<file path="src/rtl/mips_mc_ctrl_if.sv">
// Control bundle between the multi-cycle MIPS control unit and its datapath.
// The master side is the control FSM; the slave side is the datapath/IR.
interface mips_mc_ctrl_if;
    logic [5:0] op;
    logic [5:0] funct;
    logic       zero;
    logic       pc_wr;
    logic [1:0] pc_src;
    logic       ir_wr;
    logic       dm_wr;
    logic       rf_wr;
    logic [1:0] rf_a3_sel;
    logic [1:0] rf_wd_sel;
    logic       alu_a_sel;
    logic [1:0] alu_b_sel;
    logic [1:0] ext_op;
    logic [2:0] alu_op;
    logic [3:0] state;
    logic       instr_done;
    logic       illegal;

    modport master (
        input  op, funct, zero,
        output pc_wr, pc_src, ir_wr, dm_wr, rf_wr, rf_a3_sel, rf_wd_sel,
               alu_a_sel, alu_b_sel, ext_op, alu_op, state, instr_done, illegal
    );

    modport slave (
        output op, funct, zero,
        input  pc_wr, pc_src, ir_wr, dm_wr, rf_wr, rf_a3_sel, rf_wd_sel,
               alu_a_sel, alu_b_sel, ext_op, alu_op, state, instr_done, illegal
    );
endinterface

</file>
<file path="src/rtl/mips_mc_ctrl.sv">
// Moore-style multi-cycle MIPS control unit: sequences FETCH/DCD/EXE/MEM/WB
// and decodes datapath enables, mux selects and ALU op from the state register.
module mips_mc_ctrl #(
    parameter int ZERO_BRANCH = 1
) (
    input logic           clk,
    input logic           rst,
    mips_mc_ctrl_if.master bus
);
    typedef enum logic [3:0] {
        S_FETCH   = 4'd0,
        S_DCD     = 4'd1,
        S_EXE_R   = 4'd2,
        S_EXE_I   = 4'd3,
        S_MEM_ADR = 4'd4,
        S_MEM_RD  = 4'd5,
        S_MEM_WB  = 4'd6,
        S_MEM_WR  = 4'd7,
        S_WB_R    = 4'd8,
        S_WB_I    = 4'd9,
        S_BRANCH  = 4'd10,
        S_JUMP    = 4'd11
    } state_t;

    localparam logic [2:0] ALU_ADD = 3'd0;
    localparam logic [2:0] ALU_SUB = 3'd1;
    localparam logic [2:0] ALU_AND = 3'd2;
    localparam logic [2:0] ALU_OR  = 3'd3;
    localparam logic [2:0] ALU_SLT = 3'd4;

    localparam logic [5:0] OP_RTYPE = 6'b000000;
    localparam logic [5:0] OP_ADDI  = 6'b001000;
    localparam logic [5:0] OP_ORI   = 6'b001101;
    localparam logic [5:0] OP_LUI   = 6'b001111;
    localparam logic [5:0] OP_LW    = 6'b100011;
    localparam logic [5:0] OP_SW    = 6'b101011;
    localparam logic [5:0] OP_BEQ   = 6'b000100;
    localparam logic [5:0] OP_J     = 6'b000010;
    localparam logic [5:0] OP_JAL   = 6'b000011;

    function automatic logic funct_ok(input logic [5:0] f);
        case (f)
            6'b100001, 6'b100011, 6'b100100, 6'b100101, 6'b101010: funct_ok = 1'b1;
            default:                                               funct_ok = 1'b0;
        endcase
    endfunction

    function automatic logic [2:0] funct_alu_op(input logic [5:0] f);
        case (f)
            6'b100011: funct_alu_op = ALU_SUB;
            6'b100100: funct_alu_op = ALU_AND;
            6'b100101: funct_alu_op = ALU_OR;
            6'b101010: funct_alu_op = ALU_SLT;
            default:   funct_alu_op = ALU_ADD;
        endcase
    endfunction

    state_t     state_q, state_d;
    logic       pc_wr_s, ir_wr_s, dm_wr_s, rf_wr_s, done_s, illegal_s;
    logic [1:0] pc_src_s, rf_a3_sel_s, rf_wd_sel_s, alu_b_sel_s, ext_op_s;
    logic       alu_a_sel_s;
    logic [2:0] alu_op_s;
    logic       br_taken_s;

    // Only the zero-taken branch flavour is defined; other settings never branch.
    assign br_taken_s = (ZERO_BRANCH != 0) ? bus.zero : 1'b0;

    // Next-state and per-state datapath control decode.
    always_comb begin
        state_d     = state_q;
        pc_wr_s     = 1'b0;
        pc_src_s    = 2'd0;
        ir_wr_s     = 1'b0;
        dm_wr_s     = 1'b0;
        rf_wr_s     = 1'b0;
        rf_a3_sel_s = 2'd0;
        rf_wd_sel_s = 2'd0;
        alu_a_sel_s = 1'b0;
        alu_b_sel_s = 2'd0;
        ext_op_s    = 2'd0;
        alu_op_s    = ALU_ADD;
        done_s      = 1'b0;
        illegal_s   = 1'b0;
        case (state_q)
            S_FETCH: begin
                ir_wr_s     = 1'b1;
                pc_wr_s     = 1'b1;
                alu_b_sel_s = 2'd1;
                state_d     = S_DCD;
            end
            S_DCD: begin
                alu_b_sel_s = 2'd3;
                ext_op_s    = 2'd1;
                case (bus.op)
                    OP_RTYPE: begin
                        if (funct_ok(bus.funct)) begin
                            state_d = S_EXE_R;
                        end else begin
                            state_d   = S_FETCH;
                            illegal_s = 1'b1;
                        end
                    end
                    OP_ADDI, OP_ORI, OP_LUI: state_d = S_EXE_I;
                    OP_LW, OP_SW:            state_d = S_MEM_ADR;
                    OP_BEQ:                  state_d = S_BRANCH;
                    OP_J, OP_JAL:            state_d = S_JUMP;
                    default: begin
                        state_d   = S_FETCH;
                        illegal_s = 1'b1;
                    end
                endcase
            end
            S_EXE_R: begin
                alu_a_sel_s = 1'b1;
                alu_op_s    = funct_alu_op(bus.funct);
                state_d     = S_WB_R;
            end
            S_WB_R: begin
                rf_wr_s     = 1'b1;
                rf_a3_sel_s = 2'd1;
                done_s      = 1'b1;
                state_d     = S_FETCH;
            end
            S_EXE_I: begin
                alu_a_sel_s = 1'b1;
                alu_b_sel_s = 2'd2;
                state_d     = S_WB_I;
                // lui relies on rs=$0 so that A + (imm<<16) is the result.
                case (bus.op)
                    OP_ORI: begin
                        ext_op_s = 2'd0;
                        alu_op_s = ALU_OR;
                    end
                    OP_LUI: begin
                        ext_op_s = 2'd2;
                        alu_op_s = ALU_ADD;
                    end
                    default: begin
                        ext_op_s = 2'd1;
                        alu_op_s = ALU_ADD;
                    end
                endcase
            end
            S_WB_I: begin
                rf_wr_s = 1'b1;
                done_s  = 1'b1;
                state_d = S_FETCH;
            end
            S_MEM_ADR: begin
                alu_a_sel_s = 1'b1;
                alu_b_sel_s = 2'd2;
                ext_op_s    = 2'd1;
                if (bus.op == OP_LW) begin
                    state_d = S_MEM_RD;
                end else begin
                    state_d = S_MEM_WR;
                end
            end
            S_MEM_RD: state_d = S_MEM_WB;
            S_MEM_WB: begin
                rf_wr_s     = 1'b1;
                rf_wd_sel_s = 2'd1;
                done_s      = 1'b1;
                state_d     = S_FETCH;
            end
            S_MEM_WR: begin
                dm_wr_s = 1'b1;
                done_s  = 1'b1;
                state_d = S_FETCH;
            end
            S_BRANCH: begin
                alu_a_sel_s = 1'b1;
                alu_op_s    = ALU_SUB;
                pc_src_s    = 2'd1;
                pc_wr_s     = br_taken_s;
                done_s      = 1'b1;
                state_d     = S_FETCH;
            end
            S_JUMP: begin
                pc_wr_s  = 1'b1;
                pc_src_s = 2'd2;
                done_s   = 1'b1;
                state_d  = S_FETCH;
                // PC already holds PC+4 here, so jal links it straight into $31.
                if (bus.op == OP_JAL) begin
                    rf_wr_s     = 1'b1;
                    rf_a3_sel_s = 2'd2;
                    rf_wd_sel_s = 2'd2;
                end else begin
                    rf_wr_s = 1'b0;
                end
            end
            default: state_d = S_FETCH;
        endcase
    end

    // State register; reset abandons any in-flight instruction.
    always_ff @(posedge clk) begin
        if (rst) begin
            state_q <= S_FETCH;
        end else begin
            state_q <= state_d;
        end
    end

    // Side effects are suppressed during the reset cycle itself.
    assign bus.pc_wr      = pc_wr_s   & ~rst;
    assign bus.ir_wr      = ir_wr_s   & ~rst;
    assign bus.dm_wr      = dm_wr_s   & ~rst;
    assign bus.rf_wr      = rf_wr_s   & ~rst;
    assign bus.instr_done = done_s    & ~rst;
    assign bus.illegal    = illegal_s & ~rst;
    assign bus.pc_src     = pc_src_s;
    assign bus.rf_a3_sel  = rf_a3_sel_s;
    assign bus.rf_wd_sel  = rf_wd_sel_s;
    assign bus.alu_a_sel  = alu_a_sel_s;
    assign bus.alu_b_sel  = alu_b_sel_s;
    assign bus.ext_op     = ext_op_s;
    assign bus.alu_op     = alu_op_s;
    assign bus.state      = state_q;
endmodule

</file>
<file path="src/flat_wrapper.sv">
// flat-port wrapper written by rule: the top's interface ports become plain ports
module mips_mc_ctrl_flat 
#(
    parameter int ZERO_BRANCH = 1
)
  (clk, rst, bus_op, bus_funct, bus_zero, bus_pc_wr, bus_pc_src, bus_ir_wr, bus_dm_wr, bus_rf_wr, bus_rf_a3_sel, bus_rf_wd_sel, bus_alu_a_sel, bus_alu_b_sel, bus_ext_op, bus_alu_op, bus_state, bus_instr_done, bus_illegal);
  mips_mc_ctrl_if bus_i ();
  input logic clk;
  input logic rst;
  input wire logic [$bits(bus_i.op)-1:0] bus_op;
  input wire logic [$bits(bus_i.funct)-1:0] bus_funct;
  input wire logic [$bits(bus_i.zero)-1:0] bus_zero;
  output wire logic [$bits(bus_i.pc_wr)-1:0] bus_pc_wr;
  output wire logic [$bits(bus_i.pc_src)-1:0] bus_pc_src;
  output wire logic [$bits(bus_i.ir_wr)-1:0] bus_ir_wr;
  output wire logic [$bits(bus_i.dm_wr)-1:0] bus_dm_wr;
  output wire logic [$bits(bus_i.rf_wr)-1:0] bus_rf_wr;
  output wire logic [$bits(bus_i.rf_a3_sel)-1:0] bus_rf_a3_sel;
  output wire logic [$bits(bus_i.rf_wd_sel)-1:0] bus_rf_wd_sel;
  output wire logic [$bits(bus_i.alu_a_sel)-1:0] bus_alu_a_sel;
  output wire logic [$bits(bus_i.alu_b_sel)-1:0] bus_alu_b_sel;
  output wire logic [$bits(bus_i.ext_op)-1:0] bus_ext_op;
  output wire logic [$bits(bus_i.alu_op)-1:0] bus_alu_op;
  output wire logic [$bits(bus_i.state)-1:0] bus_state;
  output wire logic [$bits(bus_i.instr_done)-1:0] bus_instr_done;
  output wire logic [$bits(bus_i.illegal)-1:0] bus_illegal;
  assign bus_i.op = bus_op;
  assign bus_i.funct = bus_funct;
  assign bus_i.zero = bus_zero;
  assign bus_pc_wr = bus_i.pc_wr;
  assign bus_pc_src = bus_i.pc_src;
  assign bus_ir_wr = bus_i.ir_wr;
  assign bus_dm_wr = bus_i.dm_wr;
  assign bus_rf_wr = bus_i.rf_wr;
  assign bus_rf_a3_sel = bus_i.rf_a3_sel;
  assign bus_rf_wd_sel = bus_i.rf_wd_sel;
  assign bus_alu_a_sel = bus_i.alu_a_sel;
  assign bus_alu_b_sel = bus_i.alu_b_sel;
  assign bus_ext_op = bus_i.ext_op;
  assign bus_alu_op = bus_i.alu_op;
  assign bus_state = bus_i.state;
  assign bus_instr_done = bus_i.instr_done;
  assign bus_illegal = bus_i.illegal;
  mips_mc_ctrl #(.ZERO_BRANCH(ZERO_BRANCH)) u_core (.clk(clk), .rst(rst), .bus(bus_i));
endmodule
</file>
<file path="config.mk">
export PLATFORM = sky130hd
export DESIGN_NAME = mips_mc_ctrl_flat
export DESIGN_NICKNAME = d
export VERILOG_FILES = /design/src/rtl/mips_mc_ctrl_if.sv /design/src/rtl/mips_mc_ctrl.sv /design/src/flat_wrapper.sv
export SDC_FILE = /design/constraint.sdc
export NUM_CORES = 1
export LEC_CHECK = 0
export CAP_MARGIN = 20
export CORE_ASPECT_RATIO = 1.25
export CORE_MARGIN = 3
export CORE_UTILIZATION = 32
export CTS_CLUSTER_DIAMETER = 30
export DETAILED_ROUTE_END_ITERATION = 10
export GPL_TIMING_DRIVEN = 0
export PLACE_DENSITY = 0.75
export SYNTH_ARGS = -nofsm -noshare
export SYNTH_HDL_FRONTEND = slang
export SYNTH_SLANG_ARGS = --single-unit
</file>
<file path="constraint.sdc">
create_clock -name clk -period 1.2 [get_ports clk]
set_input_delay 0.18 -clock clk [delete_from_list [all_inputs] [get_ports clk]]
set_output_delay 0.18 -clock clk [all_outputs]
set_load 0.1 [all_outputs]
</file>
==> summary.txt, run 1 <==
CTS
  • Hold Buf Count CTS: 0
  • Post-CTS sizing: 238
  • Clock root buffer: clkbuf_4
  • Sink Count: 4
  • Setup Fix Bufs, Post-CTS: 25
  • Clk buf depth: 2
  • H-tree levels: 1
  • Inserted Clock Buffers: 3

Run status
  • Status: stopped before the end
  • Exit stage: 4_1_cts
  • Run Error: [ERROR DPL-0038] Utilization greater than 100%, impossible to legalize

Yosys
  • Syn. warnings: 0
  • Synthesized Nets: 107
  • Synth cell types: 35
  • Register area share after synthesis: 0.130
  • Post-synth top area cell: dfxtp_1
  • Average instance area after synthesis: 6.70 µm²
  • Post-Syn Area: 617 µm²
  • #FFs+latches synth: 4
  • Synth top area share: 0.130
  • Cells after synthesis: 92
  • Synth top area cells: dfxtp_1 (13%), nor2_1 (8.5%), nor3_1 (8.1%)

Placement
  • Pre-CTS WS: -1890 ps
  • Port-buffer cells: 36
  • GPL Wtd Cong: 0.846
  • Post-DP HPWL: 1900 µm
  • Placed Area: 1360 µm²

Floorplan
  • Io pins: 39
  • Rows: 17
  • Initial Utilization: 0.345
  • Die Span X: 45.3 µm
  • Die Span Y: 55.1 µm
## synthesized netlist by cell type
cell and number:
a31o_1 1, nor3_1 10, clkbuf_1 3, dfxtp_1 4, nand3_1 5, nand2_1 5, nand4_4 1, o311ai_0 1
nor2_2 1, a22o_1 1, a211oi_1 1, nor2_1 14, or3_1 1, o32ai_1 3, o31a_1 2, a41oi_1 2
mux2i_1 1, nand3b_1 1, a2111o_1 1, a2bb2oi_1 1, and3_1 1, a21o_2 1, or4b_4 1, o211ai_1 1
nand2b_1 6, mux2_2 2, nor2b_1 1, nand4_1 2, inv_1 5, a221o_1 1, a21oi_1 5, xor2_1 2
buf_2 3, buf_1 1, o21a_1 1
## through the flow
stage | cells | hold WS [ps]
floorplan | 92 | 284
global placement | 147 | 629
detailed placement | 147 | 623
## logic make-up after synthesis
logic type	count (synthesis)	synth area share
and+or+nand+nor	49	0.428
AOI/OAI and AO/OA	22	0.282
buffers and inverters	12	0.0791
DFF	4	0.130
muxes	3	0.0527
xor gates and xnor gates	2	0.0284
==> run 2, diff against run 1 <==
--- a/config.mk
+++ b/config.mk
@@ -6,13 +6,11 @@
 export NUM_CORES = 1
 export LEC_CHECK = 0
 export CAP_MARGIN = 20
-export CORE_ASPECT_RATIO = 1.25
-export CORE_MARGIN = 3
-export CORE_UTILIZATION = 32
-export CTS_CLUSTER_DIAMETER = 30
+export CORE_AREA = 3 3 64 66
 export DETAILED_ROUTE_END_ITERATION = 10
+export DIE_AREA = 0 0 67 69
 export GPL_TIMING_DRIVEN = 0
-export PLACE_DENSITY = 0.75
+export PLACE_DENSITY_LB_ADDON = 0.15
 export SYNTH_ARGS = -nofsm -noshare
 export SYNTH_HDL_FRONTEND = slang
 export SYNTH_SLANG_ARGS = --single-unit
==> constraint.sdc (replaced) <==
create_clock -name clk -period 1.55 [get_ports clk]
set_input_delay 0.2325 -clock clk [delete_from_list [all_inputs] [get_ports clk]]
set_output_delay 0.2325 -clock clk [all_outputs]
set_load 0.1 [all_outputs]
==> run 2 against run 1 <==
Net effect:
- the flow now finishes, with violations (negative setup slack)
- synthesized cell count unchanged
- synthesized area unchanged
==> summary.txt, run 2 <==
Flow run
  • Max Cap Viol: 0

Placement
  • Port-buffer cells: 36 (unchanged)
  • Placed Area: 1390 µm² (was 1360 µm²)
  • GPL Wtd Cong: 0.791 (was 0.846)
  • Placed insts: 176 (was 147)
  • Post-DP HPWL: 1950 µm (was 1900 µm)

Setup path
  • Setup CP Type: reg2out
  • Family with the most delay on the worst path: simple AND/OR/NAND/NOR gates
  • Worst R2R Setup Slack: -50 ps
  • Arrival time worst endpoint: 1600 ps
  • Crit-path cells: or3_4 -> nor2_4 -> nand2_2 -> a211oi_4 -> buf_12
  • Required time of the worst setup path: 1320 ps
  • Worst Setup End Kind: primary output
  • CP bufs+invs: 1
  • Crit Path Max Fanout: 5
  • Crit path launch type: flip-flop
  • Max incr delay on CP: 420 ps
  • Slowest cell on crit path: or3_4

Layout
  • # fillers: 316
  • Non-Filler Instances: 218
  • Most frequent cells in the layout: buf_4 (25), buf_12 (18), buf_6 (14)
  • N_diodes: 0
  • Max reg flops: 4
  • Multi-input logic area: 860 µm²
  • Post-route cell area: 2090 µm²
  • P&R area growth vs syn: 239%
  • Layout cell share with drive strength beyond 1: 0.735
  • Layout Nets: 187
  • Most common cell after layout, fill and taps aside: buf_4
  • Reg area: 95.1 µm²

Yosys
  • Synth top area share: 0.130 (unchanged)
  • Syn. warnings: 0 (unchanged)
  • Synthesized Nets: 107 (unchanged)
  • Ys flop type: dfxtp_1 (unchanged)
  • Most instantiated cells after synthesis: nor2_1 (14), nor3_1 (10), nand2b_1 (6) (unchanged)
  • Cells after synthesis: 92 (unchanged)
  • Post-synth top area cell: dfxtp_1 (unchanged)
  • Average instance area after synthesis: 6.70 µm² (unchanged)
  • EDFF count, synth: 0 (unchanged)
  • Most numerous cell in the Yosys netlist: nor2_1 (unchanged)
  • Register area share after synthesis: 0.130 (unchanged)
  • Synth cell types: 35 (unchanged)
  • #FFs+latches synth: 4 (unchanged)
  • Synth top area cells: dfxtp_1 (13%), nor2_1 (8.5%), nor3_1 (8.1%) (unchanged)
  • FFs w/ async S/R, synth: 0 (unchanged)
  • Post-Syn Area: 617 µm² (unchanged)

Timing
  • Relative slew margins: 0.364
  • # setup viols final: 17
  • Tcrit/Tclk final: 1.18
  • RSZ-0062 raised after global routing: yes
  • Final min period: 1840 ps
  • Clock Skew: 0.871 ps
  • Max-slew violation count: 0
  • Slew @ Worst Pin: 958 ps
  • Setup TNS: -2060 ps
  • Final WS setup: -285 ps
  • Fmax: 0.545 GHz
  • Final hold violations: 0

Run status
  • Failing checks: negative setup slack
  • Status: complete, but fails checks (was stopped before the end)

Global routing
  • Antenna violations before repair: 0
  • Largest net degree at the start of global routing: 11
  • Global-route wire length before repair: 4460 µm
  • Vias in the first global route: 957
  • GRT overflow: 0
  • Gr usage total: 0.123

CTS
  • Clock root buffer: clkbuf_8 (was clkbuf_4)
  • Hold Buf Count CTS: 0 (unchanged)
  • Clock slew at reported path FFs: 30 ps
  • CTS tree: built
  • Clk_lat worst skew: 210 ps
  • Sink Count: 4 (unchanged)
  • H-tree levels: 1 (unchanged)
  • Clk buf depth: 2 (unchanged)
  • Inserted Clock Buffers: 3 (unchanged)

Drt
  • Average routed wire per standard cell: 14.6 µm
  • Via count: 1028
  • DR vias/cell: 4.72
  • Router iterations before antenna repair: 4
  • Final WL: 3170 µm
  • Initial DRC Count: 20
  • DR DRC count: 0
  • DRT antenna net count: 0

Floorplan
  • Initial Utilization: 0.170 (was 0.345)
  • Core Area: 3630 µm²
  • Io pins: 39 (unchanged)
  • Die Span Y: 69 µm (was 55.1 µm)
  • Rows: 22 (was 17)
  • Die Span X: 67 µm (was 45.3 µm)
  • Die area: 4620 µm²

Worst hold path
  • Hold Crit Class: in2reg

Power
  • Cell Pwr Density: 401 nW/µm²
  • Peak supply drop: 0.000234 V
  • Pwr Total: 0.840 mW
  • Pleak: 0.837 nW
run 2: worst paths after layout:
check                                                    start                             end  cells past startpoint
worst max-delay path            u_core.bus.state[2]$_SDFF_PP0_                     bus_illegal                      5
worst max register to register  u_core.bus.state[2]$_SDFF_PP0_  u_core.bus.state[1]$_SDFF_PP0_                      6
worst min-delay path                                 bus_op[1]  u_core.bus.state[0]$_SDFF_PP0_                      3
worst min register to register  u_core.bus.state[3]$_SDFF_PP0_  u_core.bus.state[0]$_SDFF_PP0_                      4
run 2: metrics by stage:
step | hold WS [ps] | setup slack [ps] | util
after floorplan | 336 | -739 | -
after global placement | 632 | -1660 | 0.381
after detailed placement | 626 | -1660 | 0.381
after CTS | 490 | -287 | 0.499
after global routing | 538 | -322 | 0.576
final | 509 | -285 | 0.576
run 2: timing repair:
item	CTS	global route
endpoints found under the hold margin	0	0
setup buffers	18	20
resized for setup	214	24
pin swaps	22	19
endpoints found under the setup margin	26	19
gates cloned	0	2
run 2: power breakdown:
part / switching (mW) / leakage (nW) / internal (mW)
registers: 0.00621 / 0.0355 / 0.104
logic: 0.302 / 0.780 / 0.212
clock network: 0.0504 / 0.0216 / 0.165
total: 0.359 / 0.837 / 0.481
run 2: logic make-up (layout without fill, tap and decap cells):
| group | after synthesis | after routing | synth area share |
|---|---|---|---|
| simple gates | 49 | 49 | 0.428 |
| buf+inv | 12 | 90 | 0.0791 |
| mux | 3 | 3 | 0.0527 |
| xor+xnor | 2 | 2 | 0.0284 |
| compound gates | 22 | 22 | 0.282 |
| flops | 4 | 4 | 0.130 |
run 2: per-layer routing:
metal	GRT usage	wire (µm)
met5	0	0
met4	0.0225	23
met3	0.0293	172
met2	0.202	1700
met1	0.162	1280
run 2: cell type report:
type,count,area share
repair buffers,75,0.427
plain buffers,7,0.0598
multi-input cells,76,0.411
clock buffers,3,0.0197
well taps,48,0.0287
inverters,5,0.00897
flip-flops and latches,4,0.0454
run 2: worst min-delay path: cells and delay by family:
family | cells | cell delay [ps]
buffers and inverters | 1 | 230
AO/OA/AOI/OAI | 2 | 210
No activity file was read; power rests on OpenSTA's default activity.
==> run 3, diff against run 2 <==
--- a/config.mk
+++ b/config.mk
@@ -6,6 +6,8 @@
 export NUM_CORES = 1
 export LEC_CHECK = 0
 export CAP_MARGIN = 20
+export CELL_PAD_IN_SITES_DETAIL_PLACEMENT = 0
+export CELL_PAD_IN_SITES_GLOBAL_PLACEMENT = 1
 export CORE_AREA = 3 3 64 66
 export DETAILED_ROUTE_END_ITERATION = 10
 export DIE_AREA = 0 0 67 69
==> run 3 against run 2 <==
Net effect:
- hold slack worse by 52 ps
- via count is 3.9% lower
- largest cell class unchanged
- highest routed layer unchanged
- global-route usage is 0.55 points higher
- utilization fell by 1.8 points
- register-to-register slack improved by 60 ps
- clock skew increased by 0.59 ps
- die area did not move
- the run still ends with negative setup slack left
- routed wire length shrank 2.3%
- clock-buffer cell count stayed put
- total power down 1.1%
- worst setup slack improved by 23 ps
==> summary.txt, run 3 (synthesis results as in run 2) <==
Drt
  • Average routed wire per standard cell: 14.8 µm (was 14.6 µm)
  • DR DRC count: 0 (unchanged)
  • Initial DRC Count: 36 (was 20)
  • DR vias/cell: 4.70 (was 4.72)
  • Via count: 988 (was 1028)
  • DRT antenna net count: 0 (unchanged)
  • Final WL: 3100 µm (was 3170 µm)
  • Router iterations before antenna repair: 4 (unchanged)

Layout
  • # fillers: 319 (was 316)
  • Max reg flops: 4 (unchanged)
  • Most common cell after layout, fill and taps aside: buf_12 (was buf_4)
  • P&R area growth vs syn: 229% (was 239%)
  • Final Core Density: 0.559 (was 0.576)
  • Layout cell share with drive strength beyond 1: 0.722 (was 0.735)
  • Multi-input logic area: 870 µm² (was 860 µm²)
  • N_diodes: 0 (unchanged)
  • Layout Nets: 179 (was 187)
  • Most frequent cells in the layout: buf_12 (19), buf_4 (18), buf_6 (12) (was buf_4 (25), buf_12 (18), buf_6 (14))
  • Reg area: 95.1 µm² (unchanged)

Setup path
  • Worst R2R Setup Slack: 10 ps (was -50 ps)
  • Max incr delay on CP: 320 ps (was 420 ps)
  • Slowest cell on crit path: dlygate4sd2_1 (was or3_4)
  • Required time of the worst setup path: 1320 ps (about the same)
  • Worst r2r path cells: 6 (unchanged)
  • Setup CP Type: in2out (was reg2out)
  • Worst Setup End Kind: primary output (unchanged)
  • Arrival time worst endpoint: 1580 ps (was 1600 ps)
  • Crit Path Max Fanout: 5 (unchanged)
  • Crit-path cells: dlygate4sd2_1 -> and3_4 -> a221o_1 -> a211oi_4 -> buf_12 (was or3_4 -> nor2_4 -> nand2_2 -> a211oi_4 -> buf_12)
  • Crit path launch type: input port (was flip-flop)

Timing
  • Final hold violations: 0 (unchanged)
  • Clock Skew: 1.46 ps (was 0.871 ps)
  • Relative slew margins: 0.639 (was 0.364)
  • Final WS setup: -262 ps (was -285 ps)
  • Tcrit/Tclk final: 1.17 (was 1.18)
  • Worst hold margin: 457 ps (was 509 ps)
  • Fmax: 0.552 GHz (was 0.545 GHz)
  • # setup viols final: 15 (was 17)
  • Max-slew violation count: 0 (unchanged)
  • Slew @ Worst Pin: 544 ps (was 958 ps)
  • Final min period: 1810 ps (was 1840 ps)
  • RSZ-0062 raised after global routing: yes (unchanged)
  • Setup TNS: -2100 ps (was -2060 ps)

CTS
  • Sink Count: 4 (unchanged)
  • Clock slew at reported path FFs: 30 ps (about the same)
  • CTS tree: built (unchanged)
  • Hold Buf Count CTS: 0 (unchanged)
  • H-tree levels: 1 (unchanged)
  • Clk_lat worst skew: 210 ps (about the same)
  • Inserted Clock Buffers: 3 (unchanged)
  • Clock root buffer: clkbuf_8 (unchanged)
  • Clk buf depth: 2 (unchanged)

Worst hold path
  • Hold Path Depth: 2 (was 3)
  • Hold Crit Class: in2reg (unchanged)

Floorplan
  • Core Area: 3630 µm² (unchanged)
  • Die area: 4620 µm² (unchanged)
  • Rows: 22 (unchanged)
  • Io pins: 39 (unchanged)
  • Initial Utilization: 0.170 (unchanged)
  • Die Span X: 67 µm (unchanged)
  • Die Span Y: 69 µm (unchanged)

Flow run
  • Max Cap Viol: 0 (unchanged)

Run status
  • Failing checks: negative setup slack (unchanged)
  • Status: complete, but fails checks (unchanged)

Placement
  • Post-DP HPWL: 2000 µm (was 1950 µm)
  • Port-buffer cells: 36 (unchanged)
  • Pre-CTS WS: -1700 ps (was -1660 ps)
  • GPL Wtd Cong: 0.732 (was 0.791)

Global routing
  • Vias in the first global route: 933 (was 957)
  • Antenna violations before repair: 0 (unchanged)
  • GRT overflow: 0 (unchanged)
  • Global-route wire length before repair: 4690 µm (was 4460 µm)
  • Gr usage total: 0.128 (was 0.123)
  • Largest net degree at the start of global routing: 11 (unchanged)

Power
  • Pleak: 0.790 nW (was 0.837 nW)
  • Peak supply drop: 0.000200 V (was 0.000234 V)
  • Pwr Total: 0.831 mW (was 0.840 mW)
  • Cell Pwr Density: 409 nW/µm² (was 401 nW/µm²)
## run 3: cell types whose count changed in the layout (fill, tap and decap cells not counted)
cell,change
clkbuf_2,-1
buf_12,+1
dlygate4sd2_1,-1
nor2_4,+2
buf_2,+2
clkdlybuf4s15_1,+1
clkbuf_16,-1
buf_4,-7
buf_6,-2
nor2_2,-2
## run 3: critical path, delay by kind of cell
family	cells	cell delay, ps
AO/OA/AOI/OAI	2	580
AND/OR/NAND/NOR	1	230
buffers and inverters	2	530
## run 3: final cells by class
class,count,share of cell area
Sequential cell,4,0.0469
Multi-Input combinational cell,76,0.428
Inverter,5,0.00925
Clock buffer,3,0.0203
Timing Repair Buffer,67,0.404
Tap cell,48,0.0296
Buffer,7,0.0617
## run 3: report_power, final
part           leakage, nW  internal, mW  switching (mW)  total (mW)
Combinational        0.733         0.208           0.299       0.507
Sequential          0.0355         0.104         0.00661       0.110
Clock               0.0216         0.165          0.0484       0.213
## run 3: routing by layer
layer | global-route usage | up-vias | wire [µm]
li1 | - | 487 | -
met1 | 0.184 | 465 | 1320
met2 | 0.199 | 34 | 1610
met3 | 0.0212 | 2 | 152
met4 | 0.0293 | 0 | 22
met5 | 0 | - | 0
## run 3: final timing paths
path,end,from
setup / recovery,bus_illegal,bus_op[3]
hold / removal,u_core.bus.state[0]$_SDFF_PP0_,rst
setup reg to reg,u_core.bus.state[1]$_SDFF_PP0_,u_core.bus.state[0]$_SDFF_PP0_
hold reg to reg,u_core.bus.state[3]$_SDFF_PP0_,u_core.bus.state[2]$_SDFF_PP0_
## run 3: timing repair
action                                  4_1_cts  5_1_grt
endpoints found under the setup margin       26       19
gates cloned                                  0        1
buffers inserted                             15       16
pin swaps                                    15       15
resized for setup                           218       28
## run 3: stage by stage
stage / cells / cell area, µm²
3_5_place_dp: 176 / 1390
3_3_place_gp: 176 / 1390
2_1_floorplan: 92 / 965
4_1_cts: 194 / 1780
6_report: 210 / 2030
5_1_grt: 210 / 2030
